### src/rtl/tx_packet_arbiter_if.sv
// Bus bundle between the response-source FIFOs, the packet arbiter and the UART tx byte port.
// The master side is the arbiter; the slave side is the sources plus the UART.
interface tx_packet_arbiter_if #(
    parameter int N_SRC = 8
);
    logic [N_SRC-1:0]   have_msg_bus;
    logic [8*N_SRC-1:0] src_len_bus;
    logic [8*N_SRC-1:0] src_data_bus;
    logic [N_SRC-1:0]   src_rd_bus;
    logic [7:0]         tx_data;
    logic               tx_valid;
    logic               tx_ready;
    logic               busy;
    logic [7:0]         grant;

    modport master (
        input  have_msg_bus, src_len_bus, src_data_bus, tx_ready,
        output src_rd_bus, tx_data, tx_valid, busy, grant
    );

    modport slave (
        output have_msg_bus, src_len_bus, src_data_bus, tx_ready,
        input  src_rd_bus, tx_data, tx_valid, busy, grant
    );
endinterface

### src/rtl/tx_packet_arbiter.sv
// Round-robin arbiter that frames one source's message at a time into a host packet
// (prefix, src, dst, len, payload, checksum) and streams it byte-by-byte to the UART.
//
// state | meaning
// IDLE  | waiting for any have_msg bit; picks the next requester round-robin
// LOAD  | registers the byte selected by field; pops the source for payload bytes
// SEND  | holds tx_data with tx_valid high until the UART accepts it
module tx_packet_arbiter #(
    parameter int         N_SRC     = 8,
    parameter logic [7:0] PREFIX    = 8'hDD,
    parameter logic [7:0] HOST_ADDR = 8'h01
) (
    input logic                 clk,
    input logic                 n_rst,
    tx_packet_arbiter_if.master bus
);
    localparam int IW = (N_SRC > 1) ? $clog2(N_SRC) : 1;

    typedef enum logic [1:0] {S_IDLE, S_LOAD, S_SEND} state_t;
    typedef enum logic [2:0] {F_PFX, F_SRC, F_DST, F_LEN, F_PAY, F_CRC} field_t;

    state_t           state_q;
    field_t           field_q;
    logic [7:0]       grant_q;
    logic [7:0]       rr_ptr_q;
    logic [7:0]       len_q;
    logic [7:0]       crc_q;
    logic [7:0]       cnt_q;
    logic [7:0]       tx_data_q;
    logic             tx_valid_q;
    logic [N_SRC-1:0] src_rd_q;

    logic [7:0]       len_arr  [N_SRC];
    logic [7:0]       data_arr [N_SRC];
    logic [N_SRC-1:0] req_rot;
    logic             rr_hit;
    logic [8:0]       rr_sum;
    logic [7:0]       rr_pick;
    logic [IW-1:0]    pick_idx;
    logic [IW-1:0]    gidx;
    logic [7:0]       head;

    always_comb begin
        for (int i = 0; i < N_SRC; i++) begin
            len_arr[i]  = bus.src_len_bus[8*i +: 8];
            data_arr[i] = bus.src_data_bus[8*i +: 8];
        end
    end

    // Rotate requests so bit 0 is rr_ptr; the lowest set bit is the next grant.
    always_comb begin
        req_rot = N_SRC'({bus.have_msg_bus, bus.have_msg_bus} >> rr_ptr_q);
        rr_hit  = 1'b0;
        rr_sum  = {1'b0, rr_ptr_q};
        for (int i = N_SRC - 1; i >= 0; i--) begin
            if (req_rot[i]) begin
                rr_hit = 1'b1;
                rr_sum = {1'b0, rr_ptr_q} + 9'(i);
            end
        end
        if (rr_sum >= 9'(N_SRC)) begin
            rr_sum = rr_sum - 9'(N_SRC);
        end
        rr_pick = 8'(rr_sum);
    end

    assign pick_idx = rr_pick[IW-1:0];
    assign gidx     = grant_q[IW-1:0];
    assign head     = data_arr[gidx];

    always_ff @(posedge clk) begin
        if (!n_rst) begin
            state_q    <= S_IDLE;
            field_q    <= F_PFX;
            grant_q    <= '0;
            rr_ptr_q   <= '0;
            len_q      <= '0;
            crc_q      <= '0;
            cnt_q      <= '0;
            tx_data_q  <= '0;
            tx_valid_q <= 1'b0;
            src_rd_q   <= '0;
        end else begin
            src_rd_q <= '0;
            case (state_q)
                S_IDLE: begin
                    if (rr_hit) begin
                        grant_q <= rr_pick;
                        len_q   <= len_arr[pick_idx];
                        crc_q   <= '0;
                        cnt_q   <= '0;
                        field_q <= F_PFX;
                        state_q <= S_LOAD;
                    end
                end
                S_LOAD: begin
                    case (field_q)
                        F_SRC: tx_data_q <= grant_q;
                        F_DST: tx_data_q <= HOST_ADDR;
                        F_LEN: tx_data_q <= len_q;
                        F_PAY: begin
                            tx_data_q      <= head;
                            src_rd_q[gidx] <= 1'b1;
                            crc_q          <= crc_q + head;
                            cnt_q          <= cnt_q + 8'd1;
                        end
                        F_CRC:   tx_data_q <= crc_q;
                        default: tx_data_q <= PREFIX;
                    endcase
                    tx_valid_q <= 1'b1;
                    state_q    <= S_SEND;
                end
                S_SEND: begin
                    if (bus.tx_ready) begin
                        tx_valid_q <= 1'b0;
                        state_q    <= S_LOAD;
                        case (field_q)
                            F_PFX: field_q <= F_SRC;
                            F_SRC: field_q <= F_DST;
                            F_DST: field_q <= F_LEN;
                            F_LEN: field_q <= (len_q != 8'd0) ? F_PAY : F_CRC;
                            F_PAY: field_q <= (cnt_q < len_q) ? F_PAY : F_CRC;
                            default: begin
                                state_q  <= S_IDLE;
                                rr_ptr_q <= (grant_q == 8'(N_SRC - 1)) ? 8'd0 : grant_q + 8'd1;
                            end
                        endcase
                    end
                end
                default: state_q <= S_IDLE;
            endcase
        end
    end

    assign bus.tx_data    = tx_data_q;
    assign bus.tx_valid   = tx_valid_q;
    assign bus.src_rd_bus = src_rd_q;
    assign bus.grant      = grant_q;
    assign bus.busy       = (state_q != S_IDLE);
endmodule

### src/flat_wrapper.sv
// flat-port wrapper written by rule: the top's interface ports become plain ports
module tx_packet_arbiter_flat 
#(
    parameter int         N_SRC     = 8,
    parameter logic [7:0] PREFIX    = 8'hDD,
    parameter logic [7:0] HOST_ADDR = 8'h01
)
  (clk, n_rst, bus_have_msg_bus, bus_src_len_bus, bus_src_data_bus, bus_tx_ready, bus_src_rd_bus, bus_tx_data, bus_tx_valid, bus_busy, bus_grant);
  tx_packet_arbiter_if #(.N_SRC(N_SRC)) bus_i ();
  input logic clk;
  input logic n_rst;
  input wire logic [$bits(bus_i.have_msg_bus)-1:0] bus_have_msg_bus;
  input wire logic [$bits(bus_i.src_len_bus)-1:0] bus_src_len_bus;
  input wire logic [$bits(bus_i.src_data_bus)-1:0] bus_src_data_bus;
  input wire logic [$bits(bus_i.tx_ready)-1:0] bus_tx_ready;
  output wire logic [$bits(bus_i.src_rd_bus)-1:0] bus_src_rd_bus;
  output wire logic [$bits(bus_i.tx_data)-1:0] bus_tx_data;
  output wire logic [$bits(bus_i.tx_valid)-1:0] bus_tx_valid;
  output wire logic [$bits(bus_i.busy)-1:0] bus_busy;
  output wire logic [$bits(bus_i.grant)-1:0] bus_grant;
  assign bus_i.have_msg_bus = bus_have_msg_bus;
  assign bus_i.src_len_bus = bus_src_len_bus;
  assign bus_i.src_data_bus = bus_src_data_bus;
  assign bus_i.tx_ready = bus_tx_ready;
  assign bus_src_rd_bus = bus_i.src_rd_bus;
  assign bus_tx_data = bus_i.tx_data;
  assign bus_tx_valid = bus_i.tx_valid;
  assign bus_busy = bus_i.busy;
  assign bus_grant = bus_i.grant;
  tx_packet_arbiter #(.N_SRC(N_SRC), .PREFIX(PREFIX), .HOST_ADDR(HOST_ADDR)) u_core (.clk(clk), .n_rst(n_rst), .bus(bus_i));
endmodule
### config.mk
export PLATFORM = sky130hd
export DESIGN_NAME = tx_packet_arbiter_flat
export DESIGN_NICKNAME = d
export VERILOG_FILES = /design/src/rtl/tx_packet_arbiter_if.sv /design/src/rtl/tx_packet_arbiter.sv /design/src/flat_wrapper.sv
export SDC_FILE = /design/constraint.sdc
export NUM_CORES = 1
export LEC_CHECK = 0
export BUFFER_PORTS_ARGS = -buffer_cell sky130_fd_sc_hd__buf_2
export CORE_MARGIN = 3
export CORE_UTILIZATION = 50
export CTS_CLUSTER_DIAMETER = 150
export DETAILED_ROUTE_END_ITERATION = 8
export GPL_TIMING_DRIVEN = 1
export PLACE_DENSITY = 0.87
export SYNTH_ARGS = -nofsm -noshare
export SYNTH_HDL_FRONTEND = slang
export SYNTH_SLANG_ARGS = --single-unit
### constraint.sdc
create_clock -name clk -period 4.7 [get_ports clk]
set_clock_uncertainty 0.05 [all_clocks]
set_input_delay 0.705 -clock clk [delete_from_list [all_inputs] [get_ports clk]]
set_output_delay 0.705 -clock clk [all_outputs]
set_load 0.02 [all_outputs]
# Word-level counts from Yosys, hierarchy flattened
# Cells that the tools add are included.
# word_totals
elab_cells	103
register_bits	62
inputBits	139
output_inout_bits	26
# classes
muxes	44
order_cmp	6
shifts	1
n_reduce_logical	16
n_bitwise	3
addsub	11
n_eq_ne	12
# op_table
operator	n
two-way mux 8 bit	9
two-way mux 9 bit	8
binary-select mux 8 bit (select 3 bit)	2
one-hot mux 8 bit (5 select lines)	1
adder 8 x 3 -> 9 bit, second input constant	4
one-hot mux 8 bit (2 select lines)	2
adder 8 x 2 -> 9 bit, second input constant	2
adder 8 x 1 -> 8 bit, second input constant	2
>> shifter 16 x 8 -> 8 bit	1
one-hot mux 3 bit (5 select lines)	1
two-way mux 1 bit	13
adder 8 x 1 -> 9 bit, second input constant	1
>= comparator 9 x 4 -> 1 bit, second input constant	1
AND reduction 3 bit	3
adder 8 bit	1
== test 8 x 3 -> 1 bit, second input constant	1
>= comparator 4 bit, second input constant	2
< comparator 8 bit	1
NOT 3 -> 4 bit	2
nonzero test 2 bit	4
nonzero test 8 bit	1
subtractor 8 x 4 -> 8 bit, second input constant	1
== test 3 x 2 -> 1 bit, second input constant	2
== test 3 bit, second input constant	2
21 further kinds	26

# Logic depth before layout (Yosys ltp)
# Gate-level depths: netlist of run 1.
# depth
depth_word	15
depth_mapped	18
depth_no_buf	16

# Least setup slack after synthesis of run 1
# Ideal clock, no wire load.
# synth_path
path_kind	register to register
start	register u_core.grant_q[1] (netlist: u_core.bus.grant[1])
end	register u_core.crc_q[7]
period_less_slack_ps	3829
setup_slack_ps	871
stages_incl_launch_ff	18
required_time_ps	4532
t_arrival_ps	3660
path_buffers	2
setup_time_ps	118
path_cell_list	dfxtp_1 clkbuf_1 clkbuf_1 nor2_1 a221o_1 o21ai_0 o21ai_0 ha_1 a21o_1 a21oi_1 o21bai_1 a21oi_1 o21bai_1 a21oi_1 xor2_1 mux2_2 a22oi_1 nor2b_1
# synth_between
elab_chain_len	7
# synth_lines
element	line	rtl
start: declaration	tx_packet_arbiter.sv:24	logic [7:0] grant_q;
start signal: assignment	tx_packet_arbiter.sv:88	grant_q <= rr_pick;
NOT 3 -> 4 bit (not written as such)	tx_packet_arbiter.sv:69	assign head = data_arr[gidx];
binary-select mux 8 bit (select 3 bit)	tx_packet_arbiter.sv:69	
two-way mux 8 bit (not written as such) (2 in a row)	tx_packet_arbiter.sv:69	
adder 8 bit	tx_packet_arbiter.sv:104	crc_q <= crc_q + head;
two-way mux 8 bit	tx_packet_arbiter.sv:97	case (field_q)
one-hot mux 8 bit (2 select lines)	tx_packet_arbiter.sv:85	case (state_q)
end signal: assignment	tx_packet_arbiter.sv:104	
end: declaration	tx_packet_arbiter.sv:27	logic [7:0] crc_q;
# Every way passes these cells. The select of a mux whose other input is x is not followed.
# A chain may end at the register's enable or synchronous reset.

# Worst setup path after layout of run 1
# layout_path
start	register u_core.rr_ptr_q[1]
end	register u_core.len_q[0]
# layout_between
elab_chain_len	15
word_cells_on_any_way	32
classes_between	8 x add/sub; 1 x order compare; 1 x shift; 20 x mux; 1 x bitwise; 1 x reduce/logical
# layout_lines
element	line	rtl
start: declaration	tx_packet_arbiter.sv:25	logic [7:0] rr_ptr_q;
start signal: assignment	tx_packet_arbiter.sv:125	rr_ptr_q <= (grant_q == 8'(N_SRC - 1)) ? 8'd0 : grant_q + 8'd1;
adder 8 x 3 -> 9 bit / >> shifter 16 x 8 -> 8 bit (equally long branches)	tx_packet_arbiter.sv:58, tx_packet_arbiter.sv:52	
two-way mux 9 bit (8 in a row)	tx_packet_arbiter.sv:56	if (req_rot[i]) begin
subtractor 8 x 4 -> 8 bit / >= comparator 9 x 4 -> 1 bit (equally long branches)	tx_packet_arbiter.sv:62, tx_packet_arbiter.sv:61	
two-way mux 8 bit	tx_packet_arbiter.sv:61	if (rr_sum >= 9'(N_SRC)) begin
NOT 3 -> 4 bit (not written as such)	tx_packet_arbiter.sv:89	len_q <= len_arr[pick_idx];
binary-select mux 8 bit (select 3 bit)	tx_packet_arbiter.sv:89	
two-way mux 8 bit (not written as such) (2 in a row)	tx_packet_arbiter.sv:89	
end signal: assignment	tx_packet_arbiter.sv:89	
end: declaration	tx_packet_arbiter.sv:26	logic [7:0] len_q;
# Parallel ways exist; a longest one is shown, timed or not. The select of a mux whose other input is x is not followed.

==> results of run 1 <==
state kept, by name, summed over array words and instances, names as in the netlist:
signal	cells
u_core.bus.tx_data	8
u_core.crc_q	8
u_core.len_q	8
u_core.state_q	2
u_core.cnt_q	8
u_core.bus.tx_valid	1
u_core.bus.src_rd_bus	8
u_core.field_q	3
u_core.rr_ptr_q	8
u_core.bus.grant	8
per-layer routing:
metal / global-route usage (%) / part of all wire [%] / vias up
met2: 43.73 / 49 / 297
met4: 5.596 / 1.4 / 0
li1: - / - / 2772
met3: 4.476 / 7.7 / 31
met1: 35.87 / 42 / 2729
met5: 0 / 0 / -
logic make-up (layout without fill, tap and decap cells):
group                    count (synthesis)  count (layout)
AO/OA/AOI/OAI                          195             195
XOR/XNOR                                21              21
adder cells (fa/ha/maj)                 27              27
buffers and inverters                   64             211
flip-flops                              62              62
multiplexers                            67              67
AND/OR/NAND/NOR                        228             228
area by class of cell:
cell class                 instances  share of cell area [%]
inverter                          22                   1.268
tap                              136                   2.612
timing repair buffer             174                   13.75
clock buffer                      10                   1.959
multi-input combinational        538                   60.94
clock inverter                     5                  0.4225
sequential                        62                   19.05
Yosys cell counts (all sizes together) (6+ instances only):
cell type  number  area, µm²
xor2           11      96.34
nor2           40      160.2
ha             26      325.3
o22ai           8      50.05
nor2b          11      68.82
a21boi         12      90.09
inv            22      82.58
o211a           6      60.06
and3           15      93.84
o21ai          36      183.9
mux2i          44      440.4
mux4           14      315.3
a31oi          11      68.82
a32oi           6      52.55
xnor2          10      87.58
mux2            9      105.1
a211oi         21      187.7
nand2b          8      50.05
nor3           17      95.09
a21o            8      60.06
and2           16      107.6
nand2          69      261.5
nand3          25      125.1
a21oi          39      210.2
clkbuf         23      86.33
dfxtp          62       1241
buf            19      141.4
a221o          10      100.1
report_power, final:
part | total (µW) | switching (µW) | internal, µW
combinational | 503 | 279 | 224
clock | 390 | 206 | 184
sequential | 601 | 41.4 | 559
total | 1490 | 526 | 968
worst max-delay path by stage:
stage | to | slack [ns]
global route | u_core.len_q[0] | 0.29
detailed placement | u_core.len_q[0] | 0.62
global placement | u_core.len_q[0] | 0.71
CTS | u_core.len_q[0] | 0.61
finish | u_core.len_q[0] | 0.62
floorplan | u_core.crc_q[7] | 0.87
worst reg2reg max path, stage by stage, from the launching register on:
cell      delay [ns]
dfxtp_1         0.72
buf_4           0.30
mux2_1          0.34
a31oi_1         0.37
a211o_1         0.24
nand2_1         0.08
or4_1           0.55
and2_1          0.50
a211oi_1        0.44
a211oi_1        0.09
a221o_1         0.30
metrics by stage:
step           setup slack (ns)  utilization, %  cells  cell area [µm²]  hold slack [ns]
2_1_floorplan            0.8714               -    664             5522           0.4049
6_report                 0.6206           62.00    947             6515           0.4424
3_5_place_dp             0.6186           60.52    932             6360           0.4285
5_1_grt                  0.2920           62.00    947             6515           0.4744
4_1_cts                  0.6100           62.00    947             6515           0.4478
3_3_place_gp             0.7105           60.52    932             6360           0.4202
==> run_results.csv, run 1 <==
group,metric,value,unit
critical_path,cp_max_fo,24,
logic_synthesis,synth_cell_types,80,
critical_path,startpoint,"u_core.rr_ptr_q[1]",
drt,ant_nets,0,
final_layout,final_common_cell,"buf_2",
clock_network,cts_resized,0,
drt,drtIter0Drc,515,
final_layout,fin_nets,973,
grt,grt_start_max_net_pins,50,
clock_network,clock-root-buffer,"clkbuf_8",
logic_synthesis,synthAdderAreaFrac,6.254,%
critical_path,cp_slowest_stage_delay,0.72,ns
hold_path,min_to,"u_core.bus.tx_data[1]",
clock_network,cts_max_path_buffers,2,
clock_network,htreeDepth,3,
final_layout,area_delta_synth_final,17.99,%
pwr,p_per_area,229.2,nW/µm²
final_layout,fill_cells,910,
sta,finalWorstPathRequiredPeriod,4.079,ns
critical_path,crit_family,"compound AO/OA/AOI/OAI gates",
final_layout,ff_latch_area,1241,µm²
place,io_buffers,164,
clock_network,path_clk_slew,0.07,ns
logic_synthesis,synth_ff_type,"dfxtp_1",
logic_synthesis,synth-simple-area-share,21.53,%
critical_path,worst_ep_required_time,4.89,ns
clock_network,tritoncts,"yes",
drt,drc_errors,0,
critical_path,cp.arrival,4.26,ns
floorplan,die_x,111.1,µm
clock_network,clock_sinks,62,
pwr,p_leak,0.002833,µW
floorplan,io_pins,165,
place,gp_congestion,0.8990,
logic_synthesis,synthMuxAreaShare,15.59,%
sta,finalHoldViolCount,0,
drt,via_per_inst,6.155,
sta,finalCritPeriodShare,86.80,%
critical_path,r2r_setup_slack,0.62,ns
critical_path,crit_slowest_cell,"dfxtp_1",
critical_path,crit_top_cell,"a211oi_1",
critical_path,worstRegToRegCells,10,
pwr,power,1493,µW
final_layout,drive_gt1_share,29.35,%
clock_network,cts_hold_buf,0,
clock_network,post-cts-setup-buffers,0,
critical_path,end_kind,"flip-flop",
grt,grt_pass1_vias,5476,
logic_synthesis,synth_edf_count,0,
logic_synthesis,synth_warnings,0,
grt,grt_usage,26.26,%
drt,wl_per_cell,17.75,µm
logic_synthesis,synth_xor_area_share,3.331,%
logic_synthesis,synth_top_family_by_area,"compound AO/OA/AOI/OAI gates",
logic_synthesis,syn_nets,830,
grt,antenna_found_initial,0,
floorplan,die_h,111.1,µm
grt,gr-total-overflow,0,
sta,rsz0062_at_grt,"no",
clock_network,cts-buffers-inserted,9,
sta,finalMaxSlewViolations,0,
floorplan,fp-row-count,37,
grt,grt_pass1_wl,27.20,mm
run,cap_violations,0,
critical_path,cp-start-kind,"flip-flop",
hold_path,holdPathStages,1,
critical_path,r2r-end,"u_core.len_q[0]",
drt,drt_pass1_iterations,7,
sta,slew_headroom,28.42,%
critical_path,path_depth,10,
logic_synthesis,ys_async_sr_fraction,0,%
floorplan,start_util,52.54,%
final_layout,multi_input_area,3970,µm²
sta,worst_pin_slew,1.074,ns
critical_path,cp_cell_sequence,"buf_4 -> mux2_1 -> a31oi_1 -> a211o_1 -> nand2_1 -> or4_1 -> and2_1 -> a211oi_1 -> a211oi_1 -> a221o_1",
sta,setup_viol,0,
critical_path,worstSetupPathType,"flip-flop to flip-flop",
logic_synthesis,netlist_instances,664,
sta,max_freq,0.2451,GHz
pwr,peakVddDrop,0.0001520,V
place,place_hpwl,12.76,mm
hold_path,min_from,"u_core.bus.tx_data[1]",
status,status,"finished clean",
clock_network,clkLatencyLatePin,0.34,ns
drt,vias,5829,
hold_path,worstHoldPathType,"flip-flop to flip-flop",
sta,tns,0,ns
drt,drt-total-wl,16.81,mm
critical_path,timing.rr.start,"u_core.rr_ptr_q[1]",
logic_synthesis,synth_compound_area_share,25.20,%
floorplan,dieArea,12340,µm²
logic_synthesis,avgSynthCellArea,8.316,µm²
final_layout,antennaDiodeCount,0,
logic_synthesis,ys_seq_area_share,22.48,%
logic_synthesis,synth-seq-cells,62,
final_layout,layout_common_cells,"buf_2 (164), nand2_1 (68), dfxtp_1 (62)",
critical_path,cp_num_buf_inv,1,
logic_synthesis,syn_area,5522,µm²
floorplan,coreArea,10510,µm²
No activity file was read; power rests on OpenSTA's default activity.
==> run 2: changes to the inputs <==
--- a/config.mk
+++ b/config.mk
@@ -7,7 +7,7 @@
 export LEC_CHECK = 0
 export BUFFER_PORTS_ARGS = -buffer_cell sky130_fd_sc_hd__buf_2
 export CORE_MARGIN = 3
-export CORE_UTILIZATION = 50
+export CORE_UTILIZATION = 48
 export CTS_CLUSTER_DIAMETER = 150
 export DETAILED_ROUTE_END_ITERATION = 8
 export GPL_TIMING_DRIVEN = 1
==> constraint.sdc (replaced) <==
create_clock -name clk -period 3.7 [get_ports clk]
set_clock_uncertainty 0.05 [all_clocks]
set_input_delay 0.555 -clock clk [delete_from_list [all_inputs] [get_ports clk]]
set_output_delay 0.555 -clock clk [all_outputs]
set_load 0.02 [all_outputs]
==> run_results.csv, run 2 (synthesis gave the netlist of run 1 again) <==
group,metric,value,unit
grt,grt_usage,26.03,%
floorplan,start_util,50.06,%
place,place_hpwl,13.08,mm
final_layout,ff_latch_area,1246,µm²
final_layout,fin_nets,990,
floorplan,dieArea,12830,µm²
critical_path,crit_family,"simple AND/OR/NAND/NOR gates",
final_layout,multi_input_area,3970,µm²
final_layout,final_area,6838,µm²
drt,ant_nets,0,
sta,tns,0,ns
grt,antenna_found_initial,0,
critical_path,crit_top_cell,"mux2i_1",
critical_path,cp_cell_sequence,"mux4_2 -> and3_1 -> a21oi_2 -> nand2_1 -> or4_4 -> nand4b_4 -> and2_4 -> mux2i_1 -> mux2i_1 -> a221o_1",
critical_path,cp_slowest_stage_delay,0.55,ns
floorplan,fp-row-count,38,
sta,finalMaxSlewViolations,0,
grt,gr-total-overflow,0,
sta,max_freq,0.2870,GHz
sta,worst_pin_slew,0.9190,ns
clock_network,post-cts-setup-buffers,0,
final_layout,drive_gt1_share,31.48,%
place,gp_congestion,0.9640,
drt,drt_pass1_iterations,5,
clock_network,htreeDepth,3,
clock_network,clkLatencyLatePin,0.33,ns
sta,rsz0062_at_grt,"yes",
drt,drtIter0Drc,567,
drt,drt-total-wl,17.13,mm
critical_path,end_kind,"flip-flop",
sta,hold_slack,0.4441,ns
clock_network,path_clk_slew,0.06,ns
floorplan,die_h,113.3,µm
grt,grt_start_max_net_pins,50,
pwr,peakVddDrop,0.0003146,V
clock_network,tritoncts,"yes",
final_layout,layout_common_cells,"buf_2 (164), nand2_1 (68), dfxtp_1 (58)",
floorplan,coreArea,11030,µm²
floorplan,io_pins,165,
critical_path,cp-start-kind,"flip-flop",
pwr,p_per_area,345.1,nW/µm²
hold_path,worstHoldPathType,"flip-flop to flip-flop",
grt,grt_pass1_wl,27.68,mm
critical_path,worst_ep_required_time,3.87,ns
critical_path,cp_num_buf_inv,0,
run,cap_violations,0,
sta,slew_headroom,38.65,%
clock_network,clock_sinks,62,
pwr,p_leak,0.002999,µW
floorplan,die_x,113.3,µm
clock_network,cts-buffers-inserted,9,
critical_path,cp_max_fo,25,
final_layout,area_delta_synth_final,23.84,%
sta,finalHoldViolCount,0,
final_layout,fill_cells,957,
sta,setup_viol,0,
critical_path,crit_slowest_cell,"mux4_2",
sta,finalCritPeriodShare,94.16,%
clock_network,cts_max_path_buffers,2,
drt,via_per_inst,6.148,
sta,finalWorstPathRequiredPeriod,3.484,ns
drt,drc_errors,0,
status,status,"finished clean",
final_layout,antennaDiodeCount,0,
drt,wl_per_cell,17.68,µm
place,place_area,6492,µm²
final_layout,final_common_cell,"buf_2",
grt,grt_pass1_vias,5761,
critical_path,worstSetupPathType,"flip-flop to flip-flop",
drt,vias,5957,
critical_path,cp.arrival,3.65,ns
clock_network,clock-root-buffer,"clkbuf_16",
place,io_buffers,164,
-- run 2: worst min-delay path: stages, from the launching register on --
cell and delay, ns:
dfxtp_1 0.33, nand2_1 0.06, a21boi_0 0.06
-- run 2: worst paths after layout --
check	startpoint	end	slack [ns]	depth (start not counted)
setup / recovery	u_core.rr_ptr_q[0]	u_core.len_q[3]	0.22	10
setup reg to reg	u_core.rr_ptr_q[0]	u_core.len_q[3]	0.22	10
hold / removal	u_core.crc_q[2]	u_core.crc_q[2]	0.44	2
hold reg to reg	u_core.crc_q[2]	u_core.crc_q[2]	0.44	2
-- run 2: layout make-up --
type | instances | area share (%)
Clock buffer | 10 | 3.495
Tap cell | 140 | 2.562
Sequential cell | 62 | 18.23
Inverter | 22 | 1.208
Timing Repair Buffer | 191 | 15.08
Clock inverter | 6 | 1.372
Multi-Input combinational cell | 538 | 58.06
-- run 2: power by group --
| group | switching, µW | leakage (µW) | internal, µW | total [µW] |
|---|---|---|---|---|
| clock | 316 | 0.000159 | 612 | 928 |
| combinational | 362 | 0.00233 | 303 | 665 |
| sequential | 55.0 | 0.000507 | 711 | 766 |
| total | 734 | 0.00300 | 1630 | 2360 |
-- run 2: stage by stage --
step | setup WS [ns] | utilization, % | std cells | total power, µW
2_1_floorplan | 0.009171 | - | 664 | 1200
3_3_place_gp | 0.1333 | 58.86 | 953 | 1410
3_5_place_dp | 0.04731 | 58.86 | 953 | 1423
4_1_cts | 0.07197 | 61.88 | 969 | 2360
5_1_grt | -0.01281 | 61.99 | 969 | 2475
6_report | 0.2160 | 61.99 | 969 | 2360
-- run 2: per-layer routing --
layer	wire length [µm]	track usage, %	part of all wire [%]	vias to the layer above
met5	0	0	0	-
met1	7045	34.43	41	2776
met3	1592	5.294	9.3	39
met4	448	9.215	2.6	0
met2	8047	42.22	47	325
li1	-	-	-	2817
-- run 2: timing repair --
action | CTS | global route
hold buffers | 0 | 0
gates resized for setup | 0 | 7
hold endpoints to repair | 0 | 0
setup endpoints to repair | 0 | 13
==> run 3: changes to the inputs <==
--- a/config.mk
+++ b/config.mk
@@ -6,7 +6,6 @@
 export NUM_CORES = 1
 export LEC_CHECK = 0
 export BUFFER_PORTS_ARGS = -buffer_cell sky130_fd_sc_hd__buf_2
-export CORE_MARGIN = 3
 export CORE_UTILIZATION = 48
 export CTS_CLUSTER_DIAMETER = 150
 export DETAILED_ROUTE_END_ITERATION = 8
@@ -15,3 +14,4 @@
 export SYNTH_ARGS = -nofsm -noshare
 export SYNTH_HDL_FRONTEND = slang
 export SYNTH_SLANG_ARGS = --single-unit
+export TNS_END_PERCENT = 30
==> run_results.csv, run 3 (synthesis gave the netlist of run 1 again) <==
group,metric,value,unit
clock_network,cts_hold_buf,0,
clock_network,cts_resized,0,
drt,vias,5906,
pwr,p_int,1481,µW
critical_path,worstSetupPathType,"flip-flop to flip-flop",
place,io_buffers,164,
drt,drc_errors,0,
sta,finalWorstPathRequiredPeriod,3.491,ns
floorplan,io_pins,165,
drt,drt-total-wl,16.77,mm
sta,finalCritPeriodShare,94.34,%
sta,max_freq,0.2865,GHz
floorplan,dieArea,11940,µm²
critical_path,worst_ep_required_time,3.88,ns
critical_path,cp_slowest_stage_delay,0.38,ns
clock_network,clock-root-buffer,"clkbuf_16",
drt,drt_pass1_iterations,5,
pwr,pwr-share-comb,30.1,%
pwr,p_seq_share,33.8,%
critical_path,crit_slowest_cell,"dfxtp_1",
sta,worst_pin_slew,0.7637,ns
final_layout,fin_nets,994,
floorplan,die_h,109.3,µm
run,cap_violations,0,
pwr,p_sw,763.9,µW
critical_path,cp-start-kind,"flip-flop",
critical_path,cp_cell_sequence,"buf_6 -> and2_1 -> a22oi_1 -> o21ai_0 -> ha_1 -> a21o_1 -> a21oi_1 -> o21bai_1 -> a21oi_1 -> o21bai_1 -> a21oi_1 -> xor2_1 -> mux2_2 -> a22oi_1 -> nor2b_1",
clock_network,tritoncts,"yes",
grt,grt_start_max_net_pins,50,
grt,antenna_found_initial,0,
pwr,p_sw_share,34.03,%
place,gp_congestion,0.9408,
sta,slew_headroom,49.09,%
final_layout,final_common_cell,"buf_2",
sta,finalHoldViolCount,0,
grt,grt_pass1_vias,5587,
critical_path,cp.arrival,3.67,ns
sta,finalMaxSlewViolations,0,
hold_path,worstHoldPathType,"flip-flop to flip-flop",
pwr,p_per_area,328.6,nW/µm²
clock_network,cts_max_path_buffers,2,
final_layout,drive_gt1_share,31.69,%
sta,hold_slack,0.4479,ns
floorplan,fp-row-count,38,
final_layout,area_delta_synth_final,23.73,%
drt,wl_per_cell,17.23,µm
grt,grt_usage,28.71,%
place,place_area,6535,µm²
clock_network,clkLatencyLatePin,0.34,ns
critical_path,crit_top_cell,"a21oi_1",
grt,grt_pass1_wl,26.89,mm
place,place_hpwl,12.78,mm
floorplan,die_x,109.3,µm
final_layout,layout_common_cells,"buf_2 (164), nand2_1 (68), dfxtp_1 (60)",
final_layout,final_area,6832,µm²
drt,drtIter0Drc,580,
floorplan,start_util,50.06,%
final_layout,antennaDiodeCount,0,
pwr,p_leak,0.003000,µW
critical_path,end_kind,"flip-flop",
clock_network,path_clk_slew,0.06,ns
floorplan,coreArea,11030,µm²
critical_path,cp_max_fo,30,
clock_network,cts-buffers-inserted,9,
pwr,p_clk_share,36.1,%
sta,tns,0,ns
grt,gr-total-overflow,0,
clock_network,clock_sinks,62,
clock_network,htreeDepth,3,
drt,ant_nets,0,
clock_network,post-cts-setup-buffers,0,
sta,rsz0062_at_grt,"no",
sta,setup_viol,0,
status,status,"finished clean",
drt,via_per_inst,6.070,
pwr,peakVddDrop,0.0002247,V
[run 3: power by group through the flow]
stage | clock network, µW | logic [µW] | registers, µW
CTS | 810 | 667 | 758
global route | 850 | 741 | 766
finish | 810 | 675 | 759
floorplan | 0 | 419 | 781
global placement | 0 | 643 | 772
detailed placement | 0 | 659 | 772
[run 3: cell type report]
type | count | area [µm²]
clock buffer | 9 | 225.2
clock inverter | 7 | 57.56
fill | 971 | 4199
inverter | 22 | 82.58
multi-input combinational | 538 | 3978
sequential | 62 | 1244
tap | 140 | 175.2
timing repair buffer | 195 | 1070
[run 3: layer usage]
layer	vias to the layer above	GRT usage, %	share of wire, %
met4	0	11.33	2.9
met5	-	0	0
met3	41	5.320	8.6
met2	323	46.27	47
met1	2724	37.76	42
li1	2818	-	-
[run 3: path summary, 6_finish.rpt]
kind / from / endpoint / slack, ns / cells after the start
worst min-delay path: u_core.crc_q[6] / u_core.crc_q[6] / 0.45 / 2
worst min register to register: u_core.crc_q[6] / u_core.crc_q[6] / 0.45 / 2
worst max-delay path: u_core.bus.grant[1] / u_core.crc_q[7] / 0.21 / 15
worst max register to register: u_core.bus.grant[1] / u_core.crc_q[7] / 0.21 / 15
[run 3: per-stage QoR]
step / std cells / utilization [%] / total power (µW) / worst slack (ns)
after floorplan: 664 / - / 1200 / 0.009171
after global placement: 957 / 59.24 / 1415 / 0.1946
after detailed placement: 957 / 59.24 / 1432 / 0.1175
after CTS: 973 / 61.81 / 2234 / 0.1124
after global routing: 973 / 61.93 / 2357 / 0.01839
final: 973 / 61.93 / 2245 / 0.2094
[run 3: critical path, delay by kind of cell (launching register included)]
| kind | cells | cell delay [ns] |
|---|---|---|
| AOI/OAI and AO/OA | 9 | 1.53 |
| xor gates and xnor gates | 1 | 0.17 |
| adders and majority gates | 1 | 0.29 |
| buffers and inverters | 1 | 0.27 |
| DFF | 1 | 0.38 |
| muxes | 1 | 0.34 |
| and+or+nand+nor | 2 | 0.35 |
